--- config.mk ---
export PLATFORM = sky130hd
export DESIGN_NAME = mem_access_unit
export DESIGN_NICKNAME = d
export VERILOG_FILES = /design/src/rtl/rv32i_types.sv /design/src/rtl/load_formatter.sv /design/src/rtl/mem_access_unit.sv
export SDC_FILE = /design/constraint.sdc
export NUM_CORES = 1
export LEC_CHECK = 0
export CAP_MARGIN = 20
export CELL_PAD_IN_SITES_DETAIL_PLACEMENT = 0
export CELL_PAD_IN_SITES_GLOBAL_PLACEMENT = 1
export CORE_MARGIN = 5
export CORE_UTILIZATION = 30
export DETAILED_ROUTE_END_ITERATION = 16
export PLACE_DENSITY_LB_ADDON = 0.1
export SYNTH_ARGS = -nofsm -noshare
export SYNTH_HDL_FRONTEND = slang
export SYNTH_SLANG_ARGS = --single-unit
--- constraint.sdc ---
create_clock -name clk -period 3.8 [get_ports clk]
set_clock_uncertainty 0.2 [all_clocks]
set_input_delay 0.76 -clock clk [delete_from_list [all_inputs] [get_ports clk]]
set_output_delay 0.76 -clock clk [all_outputs]
set_load 0.02 [all_outputs]
--- src/rtl/rv32i_types.sv ---
// Shared RV32I decode types.
// Load/store funct3 encodings used by the memory stage.
package rv32i_types;

  typedef enum logic [2:0] {
    LB  = 3'b000,
    LH  = 3'b001,
    LW  = 3'b010,
    LBU = 3'b100,
    LHU = 3'b101
  } load_funct3_t;

  typedef enum logic [2:0] {
    SB = 3'b000,
    SH = 3'b001,
    SW = 3'b010
  } store_funct3_t;

endpackage

--- src/rtl/load_formatter.sv ---
// Load data formatter: selects the addressed byte/half
// of a memory word and sign- or zero-extends it.
module load_formatter
  import rv32i_types::*;
(
  input  logic [31:0] rdata,
  input  logic [2:0]  funct3,
  input  logic [1:0]  off,
  output logic [31:0] result
);

  logic [7:0]  b;
  logic [15:0] h;

  assign b = rdata[{off, 3'b000} +: 8];
  assign h = off[1] ? rdata[31:16] : rdata[15:0];

  // Extend the selected lane according to the load type
  always_comb begin
    result = rdata;
    case (funct3)
      LB:      result = {{24{b[7]}}, b};
      LBU:     result = {24'b0, b};
      LH:      result = {{16{h[15]}}, h};
      LHU:     result = {16'b0, h};
      default: result = rdata;
    endcase
  end

endmodule

--- src/rtl/mem_access_unit.sv ---
// Memory-stage load/store unit: registers one aligned
// data-memory request, stalls until the response arrives.
module mem_access_unit
  import rv32i_types::*;
#(
  parameter int ADDR_W = 32,
  parameter int DATA_W = 32
) (
  input  logic              clk,
  input  logic              rst,
  input  logic              exmem_valid,
  input  logic              exmem_load,
  input  logic              exmem_store,
  input  logic [2:0]        exmem_funct3,
  input  logic [ADDR_W-1:0] exmem_alu_out,
  input  logic [DATA_W-1:0] exmem_rs2_out,
  output logic [ADDR_W-1:0] dmem_address,
  output logic              dmem_read,
  output logic              dmem_write,
  output logic [DATA_W-1:0] dmem_wdata,
  output logic [3:0]        dmem_mbe,
  input  logic [DATA_W-1:0] dmem_rdata,
  input  logic              dmem_resp,
  output logic [DATA_W-1:0] mem_rdata,
  output logic              mem_stall,
  output logic              mem_exception
);

  localparam logic [1:0] IDLE = 2'd0;
  localparam logic [1:0] BUSY = 2'd1;
  localparam logic [1:0] DONE = 2'd2;

  logic [1:0]        state;
  logic              op_present;
  logic              bad;
  logic              accept;
  logic [1:0]        off;
  logic [DATA_W-1:0] st_wdata;
  logic [3:0]        st_mbe;
  logic [DATA_W-1:0] fmt;
  logic              ld_q;
  logic [2:0]        f3_q;
  logic [1:0]        off_q;

  assign off        = exmem_alu_out[1:0];
  assign op_present = exmem_valid & (exmem_load | exmem_store);
  assign accept     = (state == IDLE) & op_present & ~bad;

  assign mem_exception = (state == IDLE) & op_present & bad;
  assign mem_stall     = accept | (state == BUSY);

  // Flag conflicting, unknown-funct3 or misaligned accesses
  always_comb begin
    bad = 1'b0;
    if (exmem_load && exmem_store) begin
      bad = 1'b1;
    end else if (exmem_load) begin
      case (exmem_funct3)
        LB, LBU:  bad = 1'b0;
        LH, LHU:  bad = off[0];
        LW:       bad = |off;
        default:  bad = 1'b1;
      endcase
    end else begin
      case (exmem_funct3)
        SB:      bad = 1'b0;
        SH:      bad = off[0];
        SW:      bad = |off;
        default: bad = 1'b1;
      endcase
    end
  end

  // Replicate store data across lanes and pick byte enables
  always_comb begin
    st_wdata = exmem_rs2_out;
    st_mbe   = 4'b1111;
    case (exmem_funct3)
      SB: begin
        st_wdata = {4{exmem_rs2_out[7:0]}};
        st_mbe   = 4'b0001 << off;
      end
      SH: begin
        st_wdata = {2{exmem_rs2_out[15:0]}};
        st_mbe   = 4'b0011 << off;
      end
      default: ;
    endcase
  end

  load_formatter u_fmt (
    .rdata  (dmem_rdata),
    .funct3 (f3_q),
    .off    (off_q),
    .result (fmt)
  );

  // Request FSM: accept in IDLE, hold in BUSY, release in DONE
  always_ff @(posedge clk or posedge rst) begin
    if (rst) begin
      state        <= IDLE;
      dmem_address <= '0;
      dmem_read    <= 1'b0;
      dmem_write   <= 1'b0;
      dmem_wdata   <= '0;
      dmem_mbe     <= 4'b0000;
      mem_rdata    <= '0;
      ld_q         <= 1'b0;
      f3_q         <= 3'b000;
      off_q        <= 2'b00;
    end else begin
      case (state)
        IDLE: begin
          if (accept) begin
            dmem_address <= {exmem_alu_out[ADDR_W-1:2], 2'b00};
            ld_q         <= exmem_load;
            f3_q         <= exmem_funct3;
            off_q        <= off;
            dmem_read    <= exmem_load;
            dmem_write   <= exmem_store;
            dmem_wdata   <= exmem_load ? '0 : st_wdata;
            dmem_mbe     <= exmem_load ? 4'b1111 : st_mbe;
            state        <= BUSY;
          end
        end
        BUSY: begin
          if (dmem_resp) begin
            dmem_read  <= 1'b0;
            dmem_write <= 1'b0;
            mem_rdata  <= ld_q ? fmt : '0;
            state      <= DONE;
          end
        end
        DONE:    state <= IDLE;
        default: state <= IDLE;
      endcase
    end
  end

endmodule

# Word level (Yosys, flattened, before mapping)

Cells that the tools add are included.

Register bits after elaboration: 108
Latch bits: 0
RAM bits: 0
ROM bits: 0
Bits of input ports: 105
Output and inout port bits: 104
Word-level logic and storage cells: 61
Memories kept: 0

Add/subtract/negate cells: 0
Multiply operators: 0
Div/mod/pow operators: 0
Order comparisons: 0
Eq/ne operators: 10
Shifts and indexed selects: 3
Multiplexer cells: 19
Bitwise logic cells: 7
Reductions and logical operators: 12

Operators by type and width:

| cell                  | number |
|---|---|
| $pmux W32 S4          | 1 |
| $mux W32              | 2 |
| $pmux W32 S2          | 1 |
| $shiftx A32 B6 Y8     | 1 |
| $mux W16              | 1 |
| $eq A3 B3 Y1 const B  | 4 |
| $pmux W4 S2           | 1 |
| $eq A3 B1 Y1 const B  | 2 |
| $logic_not A3 Y1      | 2 |
| $pmux W1 S3           | 2 |
| $reduce_and A2 Y1     | 3 |
| $reduce_or A2 Y1      | 3 |
| $mux W1               | 5 |
| $and A1 B1 Y1         | 4 |
| $mux W2               | 2 |
| $mux W4               | 1 |
| $ne A2 B2 Y1 const B  | 2 |
| $pmux W1 S2           | 2 |
| $pmux W2 S2           | 1 |
| $shl A1 B2 Y4 const A | 1 |
| $shl A2 B2 Y4 const A | 1 |
| $eq A3 B2 Y1 const B  | 1 |
| $reduce_and A3 Y1     | 1 |
| $eq A2 B1 Y1 const B  | 1 |
| 5 further kinds       | 6 |

# Longest topological paths before layout

Gate-level depths: netlist (run 1).

Depth in word-level cells: 9
Gate-level depth with buffers: 7

# By module

From an unflattened synthesis (run 1), not the netlist that was laid out.

Cell total of the unflattened synthesis: 514
Area total of the unflattened synthesis: 5565.3 um^2

By module, submodules not included:

| module          | instances | cells each | area an instance (um^2) | sequential area each (um^2) |
|---|---|---|---|---|
| mem_access_unit | 1         | 418        | 4719.5                  | 2702.6 |
| load_formatter  | 1         | 96         | 845.8                   | 0.0 |

# Worst setup path before layout (run 1)

No wires, ideal clock.

Kind: input-to-output
Start point: input exmem_load
End point: output mem_exception
Arrival: 1.916 ns
Setup slack: 0.924 ns
Stages on the path: 4
Buffers on the path: 2
Cell sequence: clkbuf_1 -> clkbuf_1 -> o21ai_0 -> a21boi_0

Cells in the longest elaborated chain, start to end: 4
Elaborated cells between the ends (all ways): 7

Ends and longest elaborated chain:

| element         | RTL line              | RTL |
|---|---|---|
| from (decl)     | mem_access_unit.sv:12 | `input logic exmem_load,` |
| $or A1 B1 Y1    | mem_access_unit.sv:46 | `assign op_present = exmem_valid & (exmem_load \| exmem_store);` |
| $and A1 B1 Y1   | mem_access_unit.sv:46 |  |
| $and A1 B1 Y1   | mem_access_unit.sv:49 | `assign mem_exception = (state == IDLE) & op_present & bad;` |
| $and A1 B1 Y1 * | mem_access_unit.sv:49 |  |
| to (decl)       | mem_access_unit.sv:26 | `output logic mem_exception` |

Every way passes the cells marked *; elsewhere a longest branch is shown, timed or not.

# Worst setup path after layout (run 1)

Start point: input exmem_alu_out[0]
End point: output mem_stall

Cells in the longest elaborated chain, start to end: 7
Elaborated cells between the ends (all ways): 8

Ends and longest elaborated chain:

| element                        | RTL line                                     | RTL |
|---|---|---|
| from (decl)                    | mem_access_unit.sv:15                        | `input logic [ADDR_W-1:0] exmem_alu_out,` |
| $reduce_or A2 Y1               | mem_access_unit.sv:61, mem_access_unit.sv:68 |  |
| $pmux W1 S3 (on tied branches) | mem_access_unit.sv:65, mem_access_unit.sv:58 |  |
| $mux W1 *                      | mem_access_unit.sv:57                        | `end else if (exmem_load) begin` |
| $mux W1 *                      | mem_access_unit.sv:55                        | `if (exmem_load && exmem_store) begin` |
| $not A1 Y1 *                   | mem_access_unit.sv:47                        | `assign accept = (state == IDLE) & op_present & ~bad;` |
| $and A1 B1 Y1 *                | mem_access_unit.sv:47                        |  |
| $or A1 B1 Y1 *                 | mem_access_unit.sv:50                        | `assign mem_stall = accept \| (state == BUSY);` |
| to (decl)                      | mem_access_unit.sv:25                        | `output logic mem_stall,` |

Marked as above.

==> impl_summary.log, run 1 <==
INFO  metric status = completed
INFO  metric gr-usage-all-layers = ~16%
INFO  metric timing.max_slew.rel_slack = 42.8%
INFO  metric port_buffers = 206
INFO  metric yosysWarnings = 0
INFO  metric wl_met1 = 6710 um
INFO  metric synth_edf_count = 0
INFO  metric cts-buffers-inserted = 9
INFO  metric yosysSeqAreaShare = approximately half
INFO  metric multi_input_area = approximately 2300 um2
INFO  metric die_footprint = slightly above 20,000 um2
INFO  metric final-max-slew-violation-count = 0
INFO  metric clock.fmax = between 200 and 300 MHz
INFO  metric vias_per_cell = 4.76
INFO  metric commonest_non_fill_non_tap_cell_in_the_layout = clkdlybuf4s50_1
INFO  metric initial_antenna_violation_count = 2
INFO  metric internal_power = 3.12 mW
INFO  metric synth_seq_cells = 108
INFO  metric sequential_cell_area = between 2000 and 3000 um2
INFO  metric detail_route.drc_violations = 0
INFO  metric min-delay-path-class = reg -> reg
INFO  metric globalRouteOverflowTotal = 0
INFO  metric worst_hold_path.endpoint = mem_rdata[10]
INFO  metric clock_tree.buffer_depth = 2
INFO  metric worst_pin_slew = 858 ps
INFO  metric hold_ws = 285 ps
INFO  metric postRouteAntennaNets = 0
INFO  metric path_class = in -> out
INFO  metric fin_tns_setup = 0 ps
INFO  metric critPathMaxFanout = 5
INFO  metric worstRegToRegCells = 6
INFO  metric die-height = approximately 140 um
INFO  metric placementRows = 48
INFO  metric total_power_divided_by_cell_area = 623 nW/um2
INFO  metric core_area = between 15,000 and 20,000 um2
INFO  metric postCtsHoldBufs = 0
INFO  metric drt_first_pass_iters = 4
INFO  metric synth_cell_type_count = 40
INFO  metric met2_layer_wire_length_in_the_routed_design = 7810 um
INFO  metric globalplace.congestion = about 0.8
INFO  metric synth.largest_area_cell = dfrtp_1
INFO  metric detail_route.iter0.violations = 190
INFO  metric power_frac_seq = a little under two fifths
INFO  metric detailroute.via_count = roughly 4,400
INFO  metric r2r-end = dmem_wdata[13]
INFO  metric routed_wirelength = 16,100 um
INFO  metric chipWidth = 142 um
INFO  metric crit_path_end_kind = output pin
INFO  metric syn2layout_area_growth = 49.7%
INFO  metric cp.arrival = 2710 ps
INFO  metric met3WireLength = 1250 um
INFO  metric layout.nets = 790
INFO  metric cts-htree-levels = 3
INFO  metric hold_path_depth = 2
INFO  metric first_global_vias = 4,614
INFO  metric clkLatencyLatePin = around 350 ps
INFO  metric clock_tree_from_tritoncts = yes
INFO  metric comb_power_share = between 40% and 50%
INFO  metric wire_length_of_the_first_global_routing_pass = 25,100 um
INFO  metric routed.top_layer = met5
INFO  metric power.net_switching = about 1.8 mW
INFO  metric antenna_cells_inserted = 0
INFO  metric sw_frac_of_total = between 30% and 40%
INFO  metric post-dp-hpwl = 12,300 um
INFO  metric cell_area_after_synthesis = 5230 um2
INFO  metric most_frequent_cells_in_the_layout = clkdlybuf4s50_1, dfrtp_1, mux2_1
INFO  metric vdd_ir_drop_max = 0.271 mV
INFO  metric startpoint_type = input port
INFO  metric pin_count_of_the_biggest_net_entering_global_routing = 37
INFO  metric report.final.hold_viol_count = 0
INFO  metric post_drt_wl_per_cell = 17.6 um
INFO  metric synth.area.top_cells = dfrtp_1, mux2_1, mux2i_1
INFO  metric timing.rr.start = state[0]
INFO  metric finalCriticalPeriod = 3670 ps
INFO  metric layout-drive-gt1-share = 6.23%
INFO  metric power_leakage = 3.28 nW
INFO  metric clock_sinks = 108
INFO  metric postSynth.topFlopCell = dfrtp_1
INFO  metric timing.reg2reg.setup_slack = 1390 ps
INFO  metric clock_tree.root_cell = clkbuf_16
INFO  metric hold_start = mem_rdata[10]
INFO  metric clkPwrFrac = 20.2%
INFO  metric cts.reportedPaths.clkPinSlew = 70 ps
INFO  metric netlist_instances = 488
INFO  metric report.final.setup_viol = 0
INFO  metric rsz_0062_raised_after_global_routing = no
INFO  metric synth.avg_cell_area = between 10 and 15 um2
INFO  metric layout.filler_cells = 1,638
INFO  metric layout_worst_path_cycle_share = 96.6%
INFO  metric timing.max_cap.violations = 0
INFO  metric critPathRequiredTime = 2840 ps
INFO  metric floorplan.initialDensity = 30.4%
INFO  metric ioPinCount = 209
INFO  metric synthDominantCellAreaShare = 51.6%
INFO  metric asyncSetResetFlopFracSynth = 100%
[area by class of cell]
type | instances | area share, %
clock buffers | 11 | 3.10
clock inverters | 5 | 0.846
inverters | 17 | 0.862
multi-input cells | 328 | 29.1
flip-flops and latches | 108 | 34.5
well taps | 225 | 3.59
repair buffers | 221 | 28.1
[kinds of logic after synthesis]
logic type | count (synthesis) | synth area share (%)
other cells | 1 | 0.0717
mux | 88 | 19.1
compound gates | 116 | 12.9
simple gates | 122 | 11.1
buf+inv | 53 | 5.21
flops | 108 | 51.6
[through the flow]
stage | cells | setup WS [ps] | util, % | instance area [um2] | power, mW
floorplan | 489 | 924 | - | 5240 | 2.85
global placement | 899 | 132 | 43.6 | 7520 | 3.92
detailed placement | 899 | 109 | 43.6 | 7520 | 3.95
CTS | 915 | 104 | 45.4 | 7830 | 4.97
global route | 915 | 45.1 | 45.5 | 7840 | 5.18
finish | 915 | 128 | 45.5 | 7840 | 4.88
[cells in the mapped netlist (8+ instances only)]
cell and count:
nor2b_1 16, inv_1 16, nor3_1 9, nor2_1 22, dfrtp_1 108, nand2_1 55
a21oi_1 31, o21ai_1 31, mux2_1 63, clkbuf_1 19, o21ai_0 24, o21a_1 8
mux2i_1 22
[layer usage]
layer,GRT usage [%],up-vias
met5,0,-
met2,26.2,146
met3,5.04,22
li1,-,2081
met1,19.7,2098
met4,5.61,4
[what timing repair did]
action,in CTS,in global routing
hold endpoints to repair,0,0
setup buffers,0,0
resized for setup,0,1
endpoints found under the setup margin,0,1
[flip-flops by register name (all words and copies together) (netlist names)]
name          flops
dmem_address     30
dmem_read         1
dmem_wdata       32
off_q             2
mem_rdata        32
state             2
f3_q              3
ld_q              1
dmem_write        1
dmem_mbe          4
[power groups by stage]
stage	Clock, mW	Combinational (mW)	Sequential, mW
2_1_floorplan	0	0.639	2.22
3_3_place_gp	0	2.09	1.83
3_5_place_dp	0	2.11	1.84
4_1_cts	1.03	2.12	1.83
5_1_grt	1.06	2.23	1.89
6_report	0.985	2.08	1.82
[worst max-delay path, stage by stage]
cell	delay, ps
clkdlybuf4s50_1	540
a21oi_2	290
o211ai_2	160
or2_1	260
nand3_1	80
clkdlybuf4s50_1	620
[worst max-delay path by stage]
stage                           from             to  slack (ps)  cells past startpoint
finish              exmem_alu_out[0]      mem_stall         130                      6
global route        exmem_alu_out[0]      mem_stall          50                      6
CTS                 exmem_alu_out[0]      mem_stall         100                      6
detailed placement  exmem_alu_out[0]      mem_stall         110                      6
global placement    exmem_alu_out[0]      mem_stall         130                      6
floorplan                 exmem_load  mem_exception         920                      4
(Power assumes the default switching activity.)
==> run 2, diff against run 1 <==
CORE_MARGIN = 2   (was 5)
==> run 2 against run 1 <==
Against the previous run:
- die area fell by 8.3%
- non-clock buffer count rose by 1
- global-route usage grew 0.87 points
- hold slack better by 1.9 ps
- critical path depth unchanged
- worst setup slack better by 15 ps
- first-iteration DRC count is 26% lower
- critical path type unchanged
- largest cell class unchanged
- largest power group unchanged
==> impl_summary.log, run 2 (synthesis gave the netlist of run 1 again) <==
INFO  metric ioPinCount = around 210
INFO  metric startpoint_type = input port
INFO  metric final_cell_area = 7830 um2
INFO  metric clock_tree.buffer_depth = 2
INFO  metric placed_area = 7540 um2
INFO  metric first_global_vias = between 4,000 and 5,000
INFO  metric floorplan.initialDensity = 30.5%
INFO  metric die-height = between 100 and 150 um
INFO  metric wire_length_of_the_first_global_routing_pass = 24,000 um
INFO  metric report.final.hold_viol_count = 0
INFO  metric layout-drive-gt1-share = 6.37%
INFO  metric crit_path_cell_trace = clkdlybuf4s50_1, nor3_2, o211ai_2, or2_1, nand3_1, clkdlybuf4s50_1
INFO  metric pre_cts_slack = about 140 ps
INFO  metric detail_route.drc_violations = 0
INFO  metric post_drt_wl_per_cell = 16.8 um
INFO  metric fin_tns_setup = 0 ps
INFO  metric critPathMaxFanout = 4
INFO  metric worstRegToRegCells = 6
INFO  metric status = completed
INFO  metric rsz_0062_raised_after_global_routing = no
INFO  metric biggestRegsByFlops = dmem_wdata x32, mem_rdata x32, dmem_address x30
INFO  metric comb_power_share = about 43%
INFO  metric commonest_non_fill_non_tap_cell_in_the_layout = clkdlybuf4s50_1
INFO  metric globalRouteOverflowTotal = 0
INFO  metric sequential_cell_area = 2700 um2
INFO  metric initial_antenna_violation_count = 0
INFO  metric postRouteAntennaNets = 0
INFO  metric cts-htree-levels = 3
INFO  metric clkPwrFrac = 19.5%
INFO  metric detail_route.iter0.violations = about 140
INFO  metric total_power_divided_by_cell_area = 616 nW/um2
INFO  metric placementRows = 48
INFO  metric timing.max_cap.violations = 0
INFO  metric internal_power = 3.05 mW
INFO  metric layout_worst_path_cycle_share = a little over nine tenths
INFO  metric layout.nets = roughly 790
INFO  metric detailroute.via_count = 4,358
INFO  metric chipWidth = approximately 140 um
INFO  metric min-delay-path-class = reg -> reg
INFO  metric power_frac_seq = 37.7%
INFO  metric gr-usage-all-layers = 16.8%
INFO  metric postCtsHoldBufs = 0
INFO  metric layout.filler_cells = 1,649
INFO  metric multi_input_area = 2270 um2
INFO  metric pin_count_of_the_biggest_net_entering_global_routing = 50
INFO  metric finalCriticalPeriod = 3660 ps
INFO  metric crit_path_top_delay_cell = clkdlybuf4s50_1
INFO  metric critPathRequiredTime = 2840 ps
INFO  metric clock_sinks = 108
INFO  metric cts_repair_resize_count = 0
INFO  metric cts-buffers-inserted = 9
INFO  metric timing.max_slew.rel_slack = 43.0%
INFO  metric worst_pin_slew = 855 ps
INFO  metric routed_wirelength = 15,400 um
INFO  metric power.net_switching = 1.77 mW
INFO  metric cts_setup_buffers = 0
INFO  metric power_leakage = ~3.3 nW
INFO  metric cp.arrival = 2700 ps
INFO  metric die_footprint = 18,500 um2
INFO  metric core_area = ~17,000 um2
INFO  metric antenna_cells_inserted = 0
INFO  metric clkLatencyLatePin = 350 ps
INFO  metric clock_tree_from_tritoncts = yes
INFO  metric cell_repeated_most_along_the_worst_path = clkdlybuf4s50_1
INFO  metric report.final.setup_viol = 0
INFO  metric vias_per_cell = about 4.8
INFO  metric sw_frac_of_total = a little under two fifths
INFO  metric path_class = in -> out
INFO  metric most_frequent_cells_in_the_layout = clkdlybuf4s50_1, dfrtp_1, mux2_1
INFO  metric post-dp-hpwl = 11,300 um
INFO  metric syn2layout_area_growth = 49.6%
INFO  metric worst_slack = 143 ps
INFO  metric clock.fmax = 273 MHz
INFO  metric hold_path_depth = 2
INFO  metric final-max-slew-violation-count = 0
INFO  metric clock_tree.root_cell = clkbuf_16
INFO  metric cts.reportedPaths.clkPinSlew = 70 ps
INFO  metric drt_first_pass_iters = 4
INFO  metric crit_path_end_kind = output pin
INFO  metric vdd_ir_drop_max = between 0.2 and 0.3 mV
INFO  metric port_buffers = 206
INFO  metric globalplace.congestion = slightly below 0.8
INFO  metric critPathMaxStageDelay = 630 ps
-- run 2: stage by stage --
stage	power [mW]	cells	utilization, %	hold slack, ps
3_3_place_gp	3.91	900	43.9	266
6_report	4.83	916	45.6	287
4_1_cts	4.90	916	45.6	292
3_5_place_dp	3.93	900	43.9	275
2_1_floorplan	2.85	489	-	303
5_1_grt	5.13	916	45.6	300
-- run 2: final timing paths --
| kind | startpoint | end | slack [ps] |
|---|---|---|---|
| max | exmem_alu_out[0] | mem_stall | 140 |
| min | mem_rdata[10] | mem_rdata[10] | 290 |
| max reg2reg | state[0] | dmem_address[25] | 1240 |
| min reg2reg | mem_rdata[10] | mem_rdata[10] | 290 |
| max in group asynchronous | rst | mem_rdata[19] | 1900 |
| min in group asynchronous | rst | dmem_address[3] | 670 |
-- run 2: critical path: cells and delay by family --
family / cells / cell delay, ps
compound gates: 1 / 140
buf+inv: 2 / 1160
simple gates: 3 / 630
-- run 2: layout make-up --
type / count / share of cell area (%)
clock inverters: 6 / 0.607
well taps: 225 / 3.60
repair buffers: 222 / 28.3
multi-input cells: 328 / 29.0
clock buffers: 10 / 3.05
inverters: 17 / 0.863
flip-flops and latches: 108 / 34.5
-- run 2: power groups by stage --
stage / Sequential [mW] / Clock (mW) / Combinational (mW)
final: 1.82 / 0.942 / 2.06
after global routing: 1.89 / 1.02 / 2.23
after CTS: 1.83 / 0.977 / 2.09
after detailed placement: 1.85 / 0 / 2.09
after global placement: 1.83 / 0 / 2.08
after floorplan: 2.22 / 0 / 0.639
-- run 2: metal layers --
layer	share of wire [%]	GRT usage, %
met1	42	20.5
met4	0.92	4.40
met3	9.3	6.34
met5	0	0
met2	48	27.9
==> run 3, diff against run 2 <==
CORE_ASPECT_RATIO = 0.9   (was unset)
==> run 3 against run 2 <==
Against the previous run:
- global-route usage up 0.24 points
- sequential share of layout area down 0.13 points
- utilization up 0.63 points
- largest cell class unchanged
- first-iteration DRC count up 69%
- fmax down 1.1%
- largest power group unchanged
- register-to-register slack better by 100 ps
- non-clock buffer count up 1
==> impl_summary.log, run 3 (synthesis gave the netlist of run 1 again) <==
INFO  metric startpoint_type = input port
INFO  metric core_area = ~17,000 um2
INFO  metric status = completed
INFO  metric clock_sinks = 108
INFO  metric total_power_divided_by_cell_area = between 600 and 700 nW/um2
INFO  metric cell_repeated_most_along_the_worst_path = clkdlybuf4s50_1
INFO  metric drt_first_pass_iters = 4
INFO  metric biggestRegsByFlops = dmem_wdata x32, mem_rdata x32, dmem_address x30
INFO  metric syn2layout_area_growth = 50.2%
INFO  metric timing.max_slew.rel_slack = between 40% and 50%
INFO  metric post_drt_wl_per_cell = 16.5 um
INFO  metric globalRouteOverflowTotal = 0
INFO  metric final-max-slew-violation-count = 0
INFO  metric hold_start = dmem_mbe[3]
INFO  metric cts-buffers-inserted = 9
INFO  metric min-delay-path-class = reg -> reg
INFO  metric power_frac_seq = 37.2%
INFO  metric worst_slack = roughly 100 ps
INFO  metric timing.reg2reg.setup_slack = between 1000 and 1500 ps
INFO  metric comb_power_share = 42.2%
INFO  metric critPathMaxStageDelay = 630 ps
INFO  metric first_global_vias = 4,429
INFO  metric clock.fmax = roughly 270 MHz
INFO  metric report.final.hold_viol_count = 0
INFO  metric finalCriticalPeriod = 3700 ps
INFO  metric worst_hold_path.endpoint = dmem_mbe[3]
INFO  metric fin_tns_setup = 0 ps
INFO  metric critPathMaxFanout = 5
INFO  metric detail_route.iter0.violations = 238
INFO  metric cts.reportedPaths.clkPinSlew = 80 ps
INFO  metric ioPinCount = ~210
INFO  metric path_class = in -> out
INFO  metric globalplace.congestion = 0.764
INFO  metric clkPwrFrac = 20.6%
INFO  metric clkLatencyLatePin = roughly 360 ps
INFO  metric layout_worst_path_cycle_share = 97.3%
INFO  metric detailroute.via_count = between 4,000 and 5,000
INFO  metric cts_repair_resize_count = 0
INFO  metric internal_power = 3.11 mW
INFO  metric worstRegToRegCells = 4
INFO  metric vias_per_cell = 4.63
INFO  metric sw_frac_of_total = 36.3%
INFO  metric critPathRequiredTime = 2840 ps
INFO  metric placed_area = 7540 um2
INFO  metric gr-usage-all-layers = 17.0%
INFO  metric postRouteAntennaNets = 0
INFO  metric port_buffers = 206
INFO  metric initial_antenna_violation_count = 0
INFO  metric report.final.setup_viol = 0
INFO  metric floorplan.initialDensity = 30.8%
INFO  metric die_footprint = 18,500 um2
INFO  metric die-height = 129 um
INFO  metric pin_count_of_the_biggest_net_entering_global_routing = 48
INFO  metric timing.rr.start = off_q[1]
INFO  metric chipWidth = 143 um
INFO  metric pre_cts_slack = 109 ps
INFO  metric most_frequent_cells_in_the_layout = clkdlybuf4s50_1, dfrtp_1, mux2_1
INFO  metric final_cell_area = 7860 um2
INFO  metric crit_path_end_kind = output pin
INFO  metric placementRows = 45
INFO  metric hold_path_depth = 1
INFO  metric layout.nets = a little under 800
INFO  metric cts_setup_buffers = 0
INFO  metric power.net_switching = 1.78 mW
INFO  metric post-dp-hpwl = ~11,000 um
INFO  metric postCtsHoldBufs = 0
INFO  metric crit_path_top_delay_cell = clkdlybuf4s50_1
INFO  metric detail_route.drc_violations = 0
INFO  metric cp.arrival = 2740 ps
INFO  metric wire_length_of_the_first_global_routing_pass = roughly 24,000 um
INFO  metric vdd_ir_drop_max = 0.284 mV
INFO  metric crit_path_cell_trace = clkdlybuf4s50_1, a21oi_2, o211ai_2, or2_1, nand3_1, clkdlybuf4s50_1
INFO  metric antenna_cells_inserted = 0
INFO  metric rsz_0062_raised_after_global_routing = no
INFO  metric power_leakage = 3.29 nW
INFO  metric clock_tree.root_cell = clkbuf_16
INFO  metric clock_tree_from_tritoncts = yes
INFO  metric worst_pin_slew = roughly 810 ps
INFO  metric timing.max_cap.violations = 0
INFO  metric r2r-end = mem_rdata[26]
INFO  metric cts-htree-levels = 3
INFO  metric p_total = between 4 and 5 mW
INFO  metric layout-drive-gt1-share = 6.50%
INFO  metric clock_tree.buffer_depth = 2
INFO  metric routed_wirelength = 15,300 um
INFO  metric commonest_non_fill_non_tap_cell_in_the_layout = clkdlybuf4s50_1
[run 3: changes by cell type in the layout (fill, tap and decap cells not counted), sizes merged]
cell	previous run	this run
clkbuf	10	9
bufinv	0	1
buf	16	17
clkinvlp	4	1
inv	18	19
clkinv	1	3
[run 3: per-layer routing]
| metal | track usage [%] | vias to the layer above | routed length, um |
|---|---|---|---|
| li1 | - | 2084 | - |
| met1 | 22.9 | 2040 | 7050 |
| met2 | 26.1 | 151 | 6730 |
| met3 | 6.06 | 13 | 1340 |
| met4 | 4.67 | 0 | 173 |
| met5 | 0 | - | 0 |
[run 3: cell type report]
class / instances / area (um2)
Clock inverter: 7 / 95.1
Tap cell: 235 / 294
Timing Repair Buffer: 223 / 2200
Clock buffer: 9 / 225
Sequential cell: 108 / 2700
Multi-Input combinational cell: 328 / 2270
Fill cell: 1654 / 9150
Inverter: 17 / 67.6
[run 3: worst max path at each step]
| stage | from | to | slack (ps) | cells past startpoint |
|---|---|---|---|---|
| after global placement | exmem_funct3[0] | mem_stall | 110 | 6 |
| after global routing | exmem_funct3[0] | mem_stall | 9 | 6 |
| after CTS | exmem_funct3[0] | mem_stall | 90 | 6 |
| after detailed placement | exmem_funct3[0] | mem_stall | 110 | 6 |
| after floorplan | exmem_load | mem_exception | 920 | 4 |
| final | exmem_funct3[0] | mem_stall | 100 | 6 |
[run 3: power by group through the flow]
stage,Combinational (mW),Sequential [mW],Clock [mW]
final,2.07,1.82,1.01
after detailed placement,2.09,1.85,0
after global placement,2.07,1.83,0
after global routing,2.23,1.89,1.10
after floorplan,0.639,2.22,0
after CTS,2.09,1.83,1.06
[run 3: worst max-delay path: cells and delay by family]
| kind | cells | cell delay (ps) |
|---|---|---|
| buffers and inverters | 2 | 1170 |
| and+or+nand+nor | 2 | 360 |
| AOI/OAI and AO/OA | 2 | 450 |
[run 3: metrics by stage]
step                util [%]  instances  hold slack, ps
finish                  46.2        927             285
global route            46.2        927             310
CTS                     46.2        927             291
detailed placement      44.3        911             274
global placement        44.3        911             267
floorplan                  -        489             303
